<file path="src/rtl/multdiv.sv">
// ---------------------------------------------------------------------------
// multdiv -- iterative signed multiplier / divider
//
// Multiply uses a radix-2 Booth recoder and divide uses a restoring
// shift-subtract on operand magnitudes. Each operation takes one iteration
// per clock edge, for WIDTH edges in total. The result and exception are
// loaded one edge after the last iteration, and a one-cycle ready strobe
// accompanies them.
//
// Handshake: a start is a single-cycle pulse on ctrl_MULT or ctrl_DIV. It is
// accepted on any edge where reset is low, in any state. ctrl_MULT wins if
// both are high. Accepting a start aborts any operation in progress.
// data_resultRDY is high for exactly one cycle per completed operation, and
// data_result/data_exception are valid with it. Both then hold until the
// next accepted start.
//
// Ports
//   clock          : sole clock, rising edge
//   reset          : asynchronous, active-high
//   data_operandA  : signed multiplicand / dividend (captured at start)
//   data_operandB  : signed multiplier / divisor   (captured at start)
//   ctrl_MULT      : start-multiply pulse
//   ctrl_DIV       : start-divide pulse
//   data_result    : low WIDTH product bits, or quotient
//   data_exception : multiply overflow, divide-by-zero, or MIN/-1 overflow
//   data_resultRDY : one-cycle result-valid strobe
//   o_dbg_state    : current FSM state (IDLE=0, MULT=1, DIV=2, DONE=3)
// ---------------------------------------------------------------------------
module multdiv #(
    parameter int WIDTH = 32
) (
    input  logic             clock,
    input  logic             reset,
    input  logic [WIDTH-1:0] data_operandA,
    input  logic [WIDTH-1:0] data_operandB,
    input  logic             ctrl_MULT,
    input  logic             ctrl_DIV,
    output logic [WIDTH-1:0] data_result,
    output logic             data_exception,
    output logic             data_resultRDY,
    output logic [1:0]       o_dbg_state
);

    localparam int CW = $clog2(WIDTH + 1);

    typedef enum logic [1:0] {
        IDLE = 2'd0,
        MULT = 2'd1,
        DIV  = 2'd2,
        DONE = 2'd3
    } state_t;

    state_t             r_state;
    state_t             w_next_state;
    logic [CW-1:0]      r_cnt;
    logic [WIDTH-1:0]   r_result;
    logic               r_exc;

    // Booth accumulator layout: {upper (WIDTH+1), multiplier (WIDTH), q-1}.
    // The upper half carries one extra bit so that subtracting the most
    // negative multiplicand cannot overflow.
    logic [2*WIDTH+1:0] r_prod;
    logic [WIDTH:0]     r_mcand;

    // Divider: partial remainder, quotient (starts as |A|), divisor |B|.
    logic [WIDTH-1:0]   r_rem;
    logic [WIDTH-1:0]   r_quo;
    logic [WIDTH-1:0]   r_dvsr;
    logic               r_neg;

    logic               w_start;
    logic               w_last;
    logic [WIDTH-1:0]   w_abs_a;
    logic [WIDTH-1:0]   w_abs_b;
    logic [WIDTH:0]     w_booth_upper;
    logic [WIDTH:0]     w_booth_sum;
    logic [2*WIDTH+1:0] w_prod_next;
    logic [WIDTH:0]     w_mult_hi;
    logic               w_mult_ovf;
    logic [WIDTH:0]     w_rem_sh;
    logic [WIDTH:0]     w_diff;
    logic               w_fits;
    logic [WIDTH-1:0]   w_quo_signed;

    assign w_start = ctrl_MULT | ctrl_DIV;
    assign w_last  = (r_cnt == CW'(WIDTH));

    // Magnitudes as unsigned values; the most negative operand maps to
    // 2^(WIDTH-1), which still fits in WIDTH unsigned bits.
    assign w_abs_a = data_operandA[WIDTH-1] ? -data_operandA : data_operandA;
    assign w_abs_b = data_operandB[WIDTH-1] ? -data_operandB : data_operandB;

    // ---------------- Booth step ----------------
    assign w_booth_upper = r_prod[2*WIDTH+1:WIDTH+1];

    always_comb begin
        w_booth_sum = w_booth_upper;
        case (r_prod[1:0])
            2'b01:   w_booth_sum = w_booth_upper + r_mcand;
            2'b10:   w_booth_sum = w_booth_upper - r_mcand;
            default: w_booth_sum = w_booth_upper;
        endcase
    end

    // Arithmetic shift right by one of {sum, multiplier, q-1}.
    assign w_prod_next = {w_booth_sum[WIDTH], w_booth_sum, r_prod[WIDTH:1]};

    // The 2*WIDTH-bit product sits in r_prod[2*WIDTH:1]. It fits in WIDTH
    // signed bits only if its top WIDTH+1 bits are all equal.
    assign w_mult_hi  = r_prod[2*WIDTH:WIDTH];
    assign w_mult_ovf = ~((&w_mult_hi) | ~(|w_mult_hi));

    // ---------------- Restoring divide step ----------------
    assign w_rem_sh = {r_rem, r_quo[WIDTH-1]};
    assign w_diff   = w_rem_sh - {1'b0, r_dvsr};
    assign w_fits   = ~w_diff[WIDTH];

    assign w_quo_signed = r_neg ? -r_quo : r_quo;

    // ---------------- FSM ----------------
    always_ff @(posedge clock or posedge reset) begin
        if (reset) begin
            r_state <= IDLE;
        end else begin
            r_state <= w_next_state;
        end
    end

    always_comb begin
        w_next_state   = r_state;
        data_resultRDY = 1'b0;
        if (ctrl_MULT) begin
            w_next_state = MULT;
        end else if (ctrl_DIV) begin
            w_next_state = DIV;
        end else begin
            case (r_state)
                IDLE:    w_next_state = IDLE;
                MULT:    w_next_state = w_last ? DONE : MULT;
                DIV:     w_next_state = w_last ? DONE : DIV;
                DONE:    w_next_state = IDLE;
                default: w_next_state = IDLE;
            endcase
        end
        if (r_state == DONE) begin
            data_resultRDY = 1'b1;
        end
    end

    // ---------------- Datapath ----------------
    always_ff @(posedge clock or posedge reset) begin
        if (reset) begin
            r_cnt    <= '0;
            r_result <= '0;
            r_exc    <= 1'b0;
            r_prod   <= '0;
            r_mcand  <= '0;
            r_rem    <= '0;
            r_quo    <= '0;
            r_dvsr   <= '0;
            r_neg    <= 1'b0;
        end else if (w_start) begin
            r_cnt    <= '0;
            r_result <= '0;
            r_exc    <= 1'b0;
            r_prod   <= {{(WIDTH+1){1'b0}}, data_operandB, 1'b0};
            r_mcand  <= {data_operandA[WIDTH-1], data_operandA};
            r_rem    <= '0;
            r_quo    <= w_abs_a;
            r_dvsr   <= w_abs_b;
            r_neg    <= data_operandA[WIDTH-1] ^ data_operandB[WIDTH-1];
        end else begin
            case (r_state)
                MULT: begin
                    if (!w_last) begin
                        r_prod <= w_prod_next;
                        r_cnt  <= r_cnt + CW'(1);
                    end else begin
                        r_result <= r_prod[WIDTH:1];
                        r_exc    <= w_mult_ovf;
                    end
                end
                DIV: begin
                    if (!w_last) begin
                        r_rem  <= w_fits ? w_diff[WIDTH-1:0] : w_rem_sh[WIDTH-1:0];
                        r_quo  <= {r_quo[WIDTH-2:0], w_fits};
                        r_cnt  <= r_cnt + CW'(1);
                    end else if (r_dvsr == '0) begin
                        r_result <= '0;
                        r_exc    <= 1'b1;
                    end else begin
                        // A positive quotient with its top bit set can only
                        // come from MIN / -1; it wraps to MIN and flags.
                        r_result <= w_quo_signed;
                        r_exc    <= ~r_neg & r_quo[WIDTH-1];
                    end
                end
                default: begin
                end
            endcase
        end
    end

    assign data_result    = r_result;
    assign data_exception = r_exc;
    assign o_dbg_state    = r_state;

endmodule

</file>
<file path="config.mk">
export PLATFORM = sky130hd
export DESIGN_NAME = multdiv
export DESIGN_NICKNAME = d
export VERILOG_FILES = /design/src/rtl/multdiv.sv
export SDC_FILE = /design/constraint.sdc
export NUM_CORES = 1
export LEC_CHECK = 0
export BUFFER_PORTS_ARGS = -buffer_cell sky130_fd_sc_hd__buf_4
export CORE_AREA = 2 2 236 238
export DETAILED_ROUTE_END_ITERATION = 10
export DIE_AREA = 0 0 238 240
export PLACE_DENSITY_LB_ADDON = 0.2
export SLEW_MARGIN = 20
export SYNTH_ARGS = -nofsm -noshare
export SYNTH_HDL_FRONTEND = slang
export SYNTH_SLANG_ARGS = --single-unit
</file>
<file path="constraint.sdc">
create_clock -name clock -period 9.07 [get_ports clock]
set_clock_uncertainty 0.2 [all_clocks]
set_input_delay 0.4535 -clock clock [delete_from_list [all_inputs] [get_ports clock]]
set_output_delay 0.4535 -clock clock [all_outputs]
set_load 0.005 [all_outputs]
</file>
Word-level counts from Yosys, hierarchy flattened
Index checks and enable logic that the tools add are counted.
Widths: inputs -> output; s select.
{ "totals": {"out_inout_bits": 36, "regBits": 236, "elab_cells": 81, "in_bits": 68} }
{ "op_classes": {"n_eq_ne": 9, "addsub": 7, "muxes": 33, "bitwise_logic": 8, "reduce_logical": 14} }
{ "op_table": {"columns": ["op", "count"], "rows": [
  ["$mux 32", 14],
  ["$mux 66", 3],
  ["$neg 32->32", 3],
  ["$pmux 33 s2", 1],
  ["$pmux 32 s2", 1],
  ["$add 33x33->33", 1],
  ["$reduce_and 33->1", 1],
  ["$reduce_or 33->1", 1],
  ["$sub 33x32->33", 1],
  ["$sub 33x33->33", 1],
  ["$logic_not 32->1", 1],
  ["$mux 6", 3],
  ["$add 6x1->6 const B", 1],
  ["$eq 2x2->1 const B", 3],
  ["$eq 6x6->1 const B", 1],
  ["$mux 1", 6],
  ["$mux 2", 3],
  ["$ne 3x3->1 const B", 2],
  ["$pmux 2 s3", 1],
  ["$reduce_and 2->1", 3],
  ["$reduce_bool 2->1", 3],
  ["$eq 2x1->1 const B", 2],
  ["$not 1->1", 4],
  ["$reduce_or 2->1", 2],
  ["8 further kinds", 9]
]} }

Longest topological paths before layout
Gate-level depths: netlist of run 1.
{ "depth": {"depth_word": 7, "depth_mapped": 18, "depth_no_buf": 17} }

Worst setup path before layout of run 1
OpenSTA, ideal clock, no wires.
{ "synth_timing": {"kind": "register -> register", "from": "register r_mcand[9]", "to": "register r_prod[64]", "setup_time_ns": 0.123, "path_slack_ns": 4.570, "arrival_ns": 4.178, "stages_incl_launch_ff": 19, "cell_sequence": "dfrtp_1 -> or4_1 -> or4_1 -> clkbuf_1 -> nor4_1 -> nand2_1 -> nand2_1 -> xor2_1 -> ha_1 -> clkbuf_1 -> nand3_1 -> nor4_1 -> nand3_1 -> o211ai_1 -> o31ai_1 -> o22ai_1 -> a2bb2oi_1 -> nand2_1 -> mux2i_1"} }
{ "synth_via": {"elab_chain_cells": 5, "word_cells_on_any_way": 6, "classes_between": "add/sub (2); mux (4)"} }
{ "synth_lines": {"columns": ["element", "line_no", "source"], "rows": [
  ["start: declaration", "63", "logic [WIDTH:0] r_mcand;"],
  ["start signal: assignment", "167", "r_mcand <= {data_operandA[WIDTH-1], data_operandA};"],
  ["$sub 33x33->33 / $add 33x33->33 (equally long branches)", "100, 99", null],
  ["$pmux 33 s2 (*)", "98", "case (r_prod[1:0])"],
  ["$mux 66 (*)", "175", "if (!w_last) begin"],
  ["$mux 66 (*)", "173", "case (r_state)"],
  ["$mux 66 (*)", "162", "end else if (w_start) begin"],
  ["end signal: assignment", "166", "r_prod <= {{(WIDTH+1){1'b0}}, data_operandB, 1'b0};"],
  ["end signal: assignment", "176", "r_prod <= w_prod_next;"],
  ["end: declaration", "62", "logic [2*WIDTH+1:0] r_prod;"]
]} }
Every way passes the cells marked *; elsewhere a longest branch is shown, timed or not. The select of a mux whose other input is x is not followed.
A chain may end at the register's enable or synchronous reset.

Worst setup path after layout of run 1
{ "layout_timing": {"from": "register r_mcand[8]", "to": "register r_prod[64]"} }
Same word-level chain as after synthesis.

==> results of run 1 <==
## per-layer routing
layer / share of wire / vias up
met5: 0 / -
met2: 0.45 / 341
met1: 0.49 / 7382
li1: - / 7460
met4: 0.019 / 0
met3: 0.042 / 60
## Yosys cell counts, types with 19 or more instances
library cell  count  area [um2]
nand2_1         371        1393
ha_1             74       925.9
dfrtp_1         235        5881
nor2_1          189       709.4
inv_1            72       270.3
o31ai_1          29       217.7
a211oi_1         27       202.7
nand3_1          40       200.2
o211ai_1         25       187.7
nor4_1           31       193.9
a22oi_1          31       232.7
clkbuf_1         91       341.6
xor2_1           59       516.8
a31oi_1          81       506.7
or4_1            19       142.6
nor3_1           28       140.1
a21oi_1         112       560.5
a21o_1           22       165.2
o41ai_1          19       166.4
xnor2_1         100       875.8
o21ai_0         172       860.8
## how the worst max path moves through the flow
stage	startpoint	endpoint	slack (ps)	cells after the start
2_1_floorplan	reset	data_exception$_DFFE_PP0P_	1970	1
3_3_place_gp	r_mcand[9]$_DFFE_PP0N_	r_prod[64]$_DFFE_PP0P_	3870	17
3_5_place_dp	r_mcand[8]$_DFFE_PP0N_	r_prod[64]$_DFFE_PP0P_	3800	16
4_1_cts	r_mcand[8]$_DFFE_PP0N_	r_prod[64]$_DFFE_PP0P_	3770	17
5_1_grt	r_mcand[8]$_DFFE_PP0N_	r_prod[64]$_DFFE_PP0P_	3180	17
6_report	r_mcand[8]$_DFFE_PP0N_	r_prod[64]$_DFFE_PP0P_	3710	17
## worst max-delay path, stage by stage, from the launching register on
cell	delay [ps]
dfrtp_1	420
or4_1	580
or4_1	560
nor4_1	770
nand2_1	100
nor2_1	210
nor2_1	80
xnor2_1	150
ha_1	390
nand3_1	130
nor4_1	410
nand3_1	130
o211ai_1	300
o31ai_1	190
o22ai_1	230
a2bb2oi_1	200
nand2_1	90
mux2i_1	120
## area by class of cell
| class | instances | area [um2] | share of cell area |
|---|---|---|---|
| Clock inverter | 14 | 133.9 | 0.006953 |
| Tap cell | 704 | 880.8 | 0.04574 |
| Multi-Input combinational cell | 1622 | 9747 | 0.5062 |
| Inverter | 72 | 277.8 | 0.01442 |
| Timing Repair Buffer | 170 | 1439 | 0.07472 |
| Sequential cell | 235 | 5881 | 0.3054 |
| Clock buffer | 42 | 897.1 | 0.04659 |
## power breakdown
part           switching (W)  internal, W
Clock               0.000501     0.000744
Sequential          0.000103      0.00112
Combinational       0.000471     0.000317
Total                0.00107      0.00218
## cell families (layout without fill, tap and decap cells)
group                    after synthesis  count (layout)  synth area share
multiplexers                          16              16          0.009924
adder cells (fa/ha/maj)               76              76           0.05939
flip-flops                           235             235            0.3616
buffers and inverters                179             298           0.04147
AND/OR/NAND/NOR                      778             778            0.2122
AO/OA/AOI/OAI                        593             593            0.2298
XOR/XNOR                             159             159           0.08563
## stage by stage
step / area (um2) / worst slack (ps) / instances / hold WS, ps
after floorplan: 16260 / 1970 / 2036 / 265.3
after global placement: 17670 / 3865 / 2748 / 299.2
after detailed placement: 17670 / 3799 / 2748 / 301.8
after CTS: 19260 / 3770 / 2859 / 0.4318
after global routing: 19260 / 3177 / 2859 / 27.13
final: 19260 / 3713 / 2859 / 23.29
## what timing repair did
item / in CTS / in global routing
endpoints found under the setup margin: 0 / 0
endpoints found under the hold margin: 167 / 0
hold buffers: 55 / 0
## sequential cells by signal (all words and copies together), names as in the netlist
signal / flops
data_exception: 1
data_result: 32
o_dbg_state: 2
r_cnt: 6
r_dvsr: 32
r_mcand: 32
r_neg: 1
r_prod: 65
r_quo: 32
r_rem: 32
==> results.md, run 1 <==
- H-tree depth: 1
- Main synth FF type: dfrtp_1
- CP required: 9330 ps
- Ys async rst share: 1.000
- Actual slew at the worst max-slew pin: 1066 ps
- Largest net degree at the start of global routing: 208
- CP Capture Type: register
- Cts repair resizes: 0
- Critical path peak fanout: 7
- First-pass GRT wire length: 84.52 mm
- Area Growth Syn to Fin: 18.40%
- Synth Area per Inst: 7.988 um2
- Leak pwr: 8.354 nW
- Dpl hpwl: 37.56 mm
- Antenna cells: 0
- Fin crit period: 5357 ps
- Busiest grt layer: met2
- R2r setup slk: 3710 ps
- Fmax: 186.7 MHz
- GRT Resource Usage Total: 0.1833
- DR WL/cell: 18.43 um
- Commonest non-fill, non-tap cell in the layout: nand2_1
- Most frequent cells in the layout: nand2_1 (370), dfrtp_1 (235), nor2_1 (186)
- R2R cell count: 17
- Core area: 54660 um2
- DRC Markers: 0
- WS Path Type: register to register
- Drt first-iter violations: 1043
- Worst R2R End: r_prod[64]$_DFFE_PP0P_
- Hold Path Depth: 3
- Postcts setup bufs: 0
- EDFF count, synth: 0
- DR vias/cell: 5.332
- Net Count, Synth: 2180
- Clk buf depth: 3
- Gp weighted congestion: 0.8968
- Pwr dens: 169.2 nW/um2
- Setup_tns: 0 ps
- Number of buffers created by CTS: 30
- Final setup fails: 0
- Via count: 15240
- DR pass1 iterations: 5
- Outcome: finished, final reports clean
- Pwr Total: 0.003259 W
- Final nets: 2275
- Worst Hold Class: input port to register
- Number of global-route vias before repair: 14760
- Ratio of cells with drive above 1 in the final layout: 0.09049
- Arrival time of the worst setup path: 5620 ps
- Period utilization: 0.5906
- Met1 usage: 0.2647
- Ys Warns: 0
- Final Max Slew Viols: 0
- Synth cell types: 66
- CP Launch Type: register
- Gate Count Post-Synth: 2036
- Unrepaired setup endpoints after global routing: false
- Max_cap viols: 0
- Max-Slew Margin vs Limit: 0.2841
- Util after Layout: 0.3523
- Remaining Overflow, GRT: 0
- Met2 usage: 0.2974
- Seq/Total Area, Yosys: 0.3616
- FP Rows: 86
- Cell Area, Synth: 16260 um2
- Hold Path End: r_dvsr[4]$_DFFE_PP0N_
- Post-Route WL: 52.68 mm
- Buffers added on ports: 103
- Post-route ant nets: 0
- Clk root buf: clkbuf_16
- Met3 GRT Util: 0.01940
- Hold Vio Cnt, Final: 0
- Reg2Reg Launch Point: r_mcand[8]$_DFFE_PP0N_
- DIE AREA: 57120 um2
- Min-delay src: data_operandB[4]
- Peak supply drop: 0.0001440 V
- Die Span X: 238 um
- Io pins: 104
- Final-layout fill cell count: 5756
- Clock sink total: 235
- Worst-Skew Late Latency: 570 ps
- Initial antenna violation count: 1
- CTS tree: yes
- Clock transition at path regs: 60 ps
- Yosys reg bits: 235
- Die height: 240 um
- Starting Density: 0.2975
No activity file was read; power rests on OpenSTA's default activity.
==> inputs of run 2 (changes only) <==
clock period = 5.4 ns   (was 9.07 ns; I/O delays follow)
==> run 2 against run 1 <==
  * Sequential cell count unchanged
  * Clock-buffer cell count shrank 1
  * Sequential share of layout area down 0.35 points
  * Utilization is 0.41 points higher
  * Final area up 1.2%
==> results.md, run 2 (synthesis results as in run 1) <==
- Worst Hold Class: input port to register
- DR pass1 iterations: 8
- Peak supply drop: 0.0002248 V
- Clock transition at path regs: 60 ps
- Period utilization: 0.9110
- Max reg flops: 65
- Ratio of cells with drive above 1 in the final layout: 0.09041
- Hold Vio Cnt, Final: 0
- Clk root buf: clkbuf_16
- DRC Markers: 0
- Final setup fails: 0
- Via count: 15310
- Die height: 240 um
- Io pins: 104
- Area Growth Syn to Fin: 19.79%
- Starting Density: 0.2975
- Commonest non-fill, non-tap cell in the layout: nand2_1
- Drt first-iter violations: 1095
- WS Path Type: register to register
- Biggest register: r_prod
- CP Launch Type: register
- Die Span X: 238 um
- Setup_tns: 0 ps
- Actual slew at the worst max-slew pin: 1027 ps
- Max_cap viols: 0
- Outcome: finished, final reports clean
- FP Rows: 86
- DR WL/cell: 18.26 um
- Leak pwr: 8.433 nW
- Antenna cells: 0
- Pwr dens: 277.8 nW/um2
- Fin crit period: 4919 ps
- Final Max Slew Viols: 0
- Most frequent cells in the layout: nand2_1 (370), dfrtp_1 (235), nor2_1 (186)
- Critical path peak fanout: 7
- Dpl hpwl: 37.77 mm
- DIE AREA: 57120 um2
- Worst slack at placement: 378.1 ps
- Post-Route WL: 52.65 mm
- Core area: 54660 um2
- Clock sink total: 235
- Unrepaired setup endpoints after global routing: false
- GRT Resource Usage Total: 0.1823
- CP Capture Type: register
- Clk buf depth: 3
- First-pass GRT wire length: 84.04 mm
- Initial antenna violation count: 1
- Final Worst Setup Slack: 480.7 ps
- Fmax: 203.3 MHz
- Number of buffers created by CTS: 30
- Final nets: 2304
- Remaining Overflow, GRT: 0
- DR vias/cell: 5.312
- CP required: 5660 ps
- Arrival time of the worst setup path: 5180 ps
- Postcts setup bufs: 0
- Worst-Skew Late Latency: 580 ps
- Buffers added on ports: 103
- Number of global-route vias before repair: 14680
- Post-route ant nets: 0
- Max-Slew Margin vs Limit: 0.3098
- Gp weighted congestion: 0.8485
- CTS tree: yes
- H-tree depth: 1
- Largest net degree at the start of global routing: 174
-- run 2: critical path, cell delays in order, from the launching register on --
cell,delay [ps]
dfrtp_1,400
or4_1,600
or4_1,530
nor4_1,360
buf_4,200
nand2_1,50
nor2_1,190
nor2_1,80
xnor2_1,130
ha_1,380
nand3_1,130
nor4_2,270
nand3_1,120
o211ai_1,280
o31ai_1,180
o22ai_1,270
a2bb2oi_1,200
nand2_1,90
mux2i_1,120
-- run 2: layout make-up --
| cell class | instances | area (um2) |
|---|---|---|
| clock buffers | 41 | 853.3 |
| clock inverters | 10 | 102.6 |
| fillers | 5635 | 35180 |
| inverters | 72 | 274.0 |
| multi-input cells | 1622 | 9766 |
| flip-flops and latches | 235 | 5881 |
| well taps | 704 | 880.8 |
| repair buffers | 199 | 1724 |
-- run 2: where the power goes --
group          internal (W)  switching, W  leakage [nW]  total [W]
Clock               0.00118      0.000822         0.474    0.00201
Combinational      0.000549      0.000800          4.98    0.00135
Sequential          0.00189      0.000169          2.97    0.00206
-- run 2: what timing repair did --
item | in CTS | in global routing
setup endpoints to repair | 0 | 3
hold endpoints to repair | 365 | 0
gates resized for setup | 0 | 2
hold buffers | 77 | 0
-- run 2: final timing paths --
path	from	to	slack [ps]	cells past startpoint
min in group asynchronous	reset	r_cnt[3]$_DFFE_PP0P_	390	4
max	r_mcand[9]$_DFFE_PP0N_	r_prod[64]$_DFFE_PP0P_	480	18
min	data_operandB[31]	r_dvsr[1]$_DFFE_PP0N_	70	3
max reg2reg	r_mcand[9]$_DFFE_PP0N_	r_prod[64]$_DFFE_PP0P_	480	18
max in group asynchronous	reset	r_prod[8]$_DFFE_PP0P_	3910	4
min reg2reg	r_dvsr[0]$_DFFE_PP0N_	r_dvsr[0]$_DFFE_PP0N_	300	2
-- run 2: metal layers --
layer | track usage | vias to the layer above | part of all wire
met1 | 0.2582 | 7439 | 0.48
li1 | - | 7521 | -
met4 | 0.03598 | 0 | 0.019
met5 | 0 | - | 0
met2 | 0.2995 | 297 | 0.46
met3 | 0.02216 | 57 | 0.038
-- run 2: through the flow --
stage               area, um2  power, W    util  hold WS (ps)  cells
floorplan               16270  0.002985       -         136.4   2036
global placement        17740  0.003371  0.3245         278.7   2755
detailed placement      17740  0.003383  0.3245         283.9   2755
CTS                     19460  0.005466  0.3560         50.75   2883
global route            19480  0.005724  0.3564         90.11   2883
finish                  19480  0.005412  0.3564         72.00   2883
==> inputs of run 3 (changes only) <==
clock period = 6.3 ns   (was 5.4 ns; I/O delays follow)
==> run 3 against run 2 <==
  * Sequential power shrank 15%
  * Via count barely moved
  * Sequential cell count is the same
  * Power shrank 12%
  * Routed wire length increased by 0.11%
  * Global-route usage up 0.25 points
  * Maximum frequency down 4.4%
  * Critical path type unchanged
  * Highest routed layer is now met5
==> results.md, run 3 (synthesis results as in run 1) <==
- Outcome: finished, final reports clean
- Worst-path cell chain: or4_1 > or4_1 > nor4_1 > nand2_1 > nand2_1 > xor2_1 > ha_1 > nand3_1 > nor4_1 > nand3_1 > o211ai_1 > o31ai_1 > o22ai_1 > a2bb2oi_1 > nand2_1 > mux2i_1
- CP Capture Type: register
- GRT Resource Usage Total: 0.1848
- Hold Path Depth: 3
- Post-route ant nets: 0
- Max reg flops: 65
- Leak pwr: 8.439 nW
- Commonest non-fill, non-tap cell in the layout: nand2_1
- Worst-Skew Late Latency: 580 ps
- Placed insts: 2750
- Unrepaired setup endpoints after global routing: false
- Buffers added on ports: 103
- Max_cap viols: 0
- Number of buffers created by CTS: 30
- Clk root buf: clkbuf_16
- CP Launch Type: register
- Via count: 15300
- Fin crit period: 5146 ps
- Clock transition at path regs: 60 ps
- DR vias/cell: 5.316
- CP required: 6570 ps
- Setup_tns: 0 ps
- Util after Layout: 0.3565
- Max stage delay cell, worst path: nor4_1
- Worst R2R End: r_prod[64]$_DFFE_PP0P_
- Biggest register: r_prod
- Clk buf depth: 3
- Dpl hpwl: 37.53 mm
- Io pins: 104
- CTS tree: yes
- R2R cell count: 16
- Remaining Overflow, GRT: 0
- Arrival time of the worst setup path: 5410 ps
- Fmax: 194.3 MHz
- DR pass1 iterations: 5
- WS Path Type: register to register
- H-tree depth: 1
- Ratio of cells with drive above 1 in the final layout: 0.08878
- Actual slew at the worst max-slew pin: 1008 ps
- Max-Slew Margin vs Limit: 0.3279
- First-pass GRT wire length: 85.06 mm
- Clock sink total: 235
- Most frequent cells in the layout: nand2_1 (370), dfrtp_1 (235), nor2_1 (186)
- Critical path peak fanout: 8
- Pwr dens: 244.4 nW/um2
- Die height: 240 um
- Core area: 54660 um2
- Fin cells: 2878
- Critical Path Most Common Cell: nand2_1
- CP peak stage delay: 690 ps
- DRC Markers: 0
- Drt first-iter violations: 1129
- DIE AREA: 57120 um2
- Antenna cells: 0
- Worst slack at placement: 1185 ps
- Period utilization: 0.8168
- Gp weighted congestion: 0.8886
- Final Worst Setup Slack: 1154 ps
- Hold Vio Cnt, Final: 0
- Starting Density: 0.2975
- Number of global-route vias before repair: 15040
- Hold Path End: r_mcand[31]$_DFFE_PP0N_
- Worst Hold Class: input port to register
- Min-delay src: data_operandA[31]
- Area Growth Syn to Fin: 19.82%
- Final nets: 2296
- Final setup fails: 0
- Post-Route WL: 52.71 mm
- Peak supply drop: 0.0002227 V
- Final Max Slew Viols: 0
- Die Span X: 238 um
- FP Rows: 86
- DR WL/cell: 18.31 um
- Reg2Reg Launch Point: r_mcand[9]$_DFFE_PP0N_
- Initial antenna violation count: 1
- R2r setup slk: 1150 ps
- Largest net degree at the start of global routing: 174
==> run 3: changes by cell type in the layout (fill, tap and decap cells not counted), moves of 2 or more <==
| cell | change |
|---|---|
| buf_4 | -4 |
| bufinv_16 | +2 |
| clkbuf_8 | +3 |
| clkinv_2 | -4 |
| clkinv_4 | +2 |
| dlygate4sd3_1 | -3 |
==> run 3: worst max path at each step <==
stage	from	to	slack (ps)
6_report	r_mcand[9]$_DFFE_PP0N_	r_prod[64]$_DFFE_PP0P_	1150
2_1_floorplan	r_mcand[9]$_DFFE_PP0N_	r_prod[64]$_DFFE_PP0P_	1800
5_1_grt	r_mcand[8]$_DFFE_PP0N_	r_prod[64]$_DFFE_PP0P_	680
4_1_cts	r_mcand[9]$_DFFE_PP0N_	r_prod[64]$_DFFE_PP0P_	1170
3_3_place_gp	r_mcand[9]$_DFFE_PP0N_	r_prod[64]$_DFFE_PP0P_	1250
3_5_place_dp	r_mcand[9]$_DFFE_PP0N_	r_prod[64]$_DFFE_PP0P_	1180
==> run 3: power by group <==
part	leakage, nW	switching (W)	internal (W)
Sequential	2.97	0.000147	0.00162
Combinational	4.95	0.000683	0.000466
Clock	0.516	0.000711	0.00114
==> run 3: metrics by stage <==
| stage | area [um2] | hold slack (ps) | total power, W |
|---|---|---|---|
| 4_1_cts | 19480 | 41.08 | 0.004811 |
| 5_1_grt | 19490 | 92.14 | 0.005038 |
| 2_1_floorplan | 16270 | 181.4 | 0.002559 |
| 3_5_place_dp | 17690 | 300.1 | 0.002897 |
| 6_report | 19490 | 72.14 | 0.004763 |
| 3_3_place_gp | 17690 | 296.1 | 0.002882 |
==> run 3: layer usage <==
metal	global-route usage	up-vias	wire length, um
met1	0.2646	7357	25850
met2	0.2958	342	23320
met5	0	-	10
li1	-	7510	-
met3	0.02250	88	2184
met4	0.04583	2	1344
==> run 3: timing repair <==
| action | CTS | global route |
|---|---|---|
| gates resized for setup | 0 | 0 |
| endpoints found under the hold margin | 379 | 0 |
| setup buffers | 0 | 0 |
| hold buffers | 74 | 0 |
==> run 3: cell type report <==
type / instances / area, um2
Timing Repair Buffer: 191 / 1644
Inverter: 72 / 274.0
Multi-Input combinational cell: 1622 / 9752
Tap cell: 704 / 880.8
Fill cell: 5753 / 35180
Clock inverter: 10 / 160.2
Clock buffer: 44 / 894.6
Sequential cell: 235 / 5881
==> run 3: worst max-delay path, delay by kind of cell, from the launching register on <==
family / cells / cell delay, ps
muxes: 1 / 120
and+or+nand+nor: 9 / 2930
adders and majority gates: 1 / 420
AOI/OAI and AO/OA: 4 / 890
xor gates and xnor gates: 1 / 70
DFF: 1 / 400
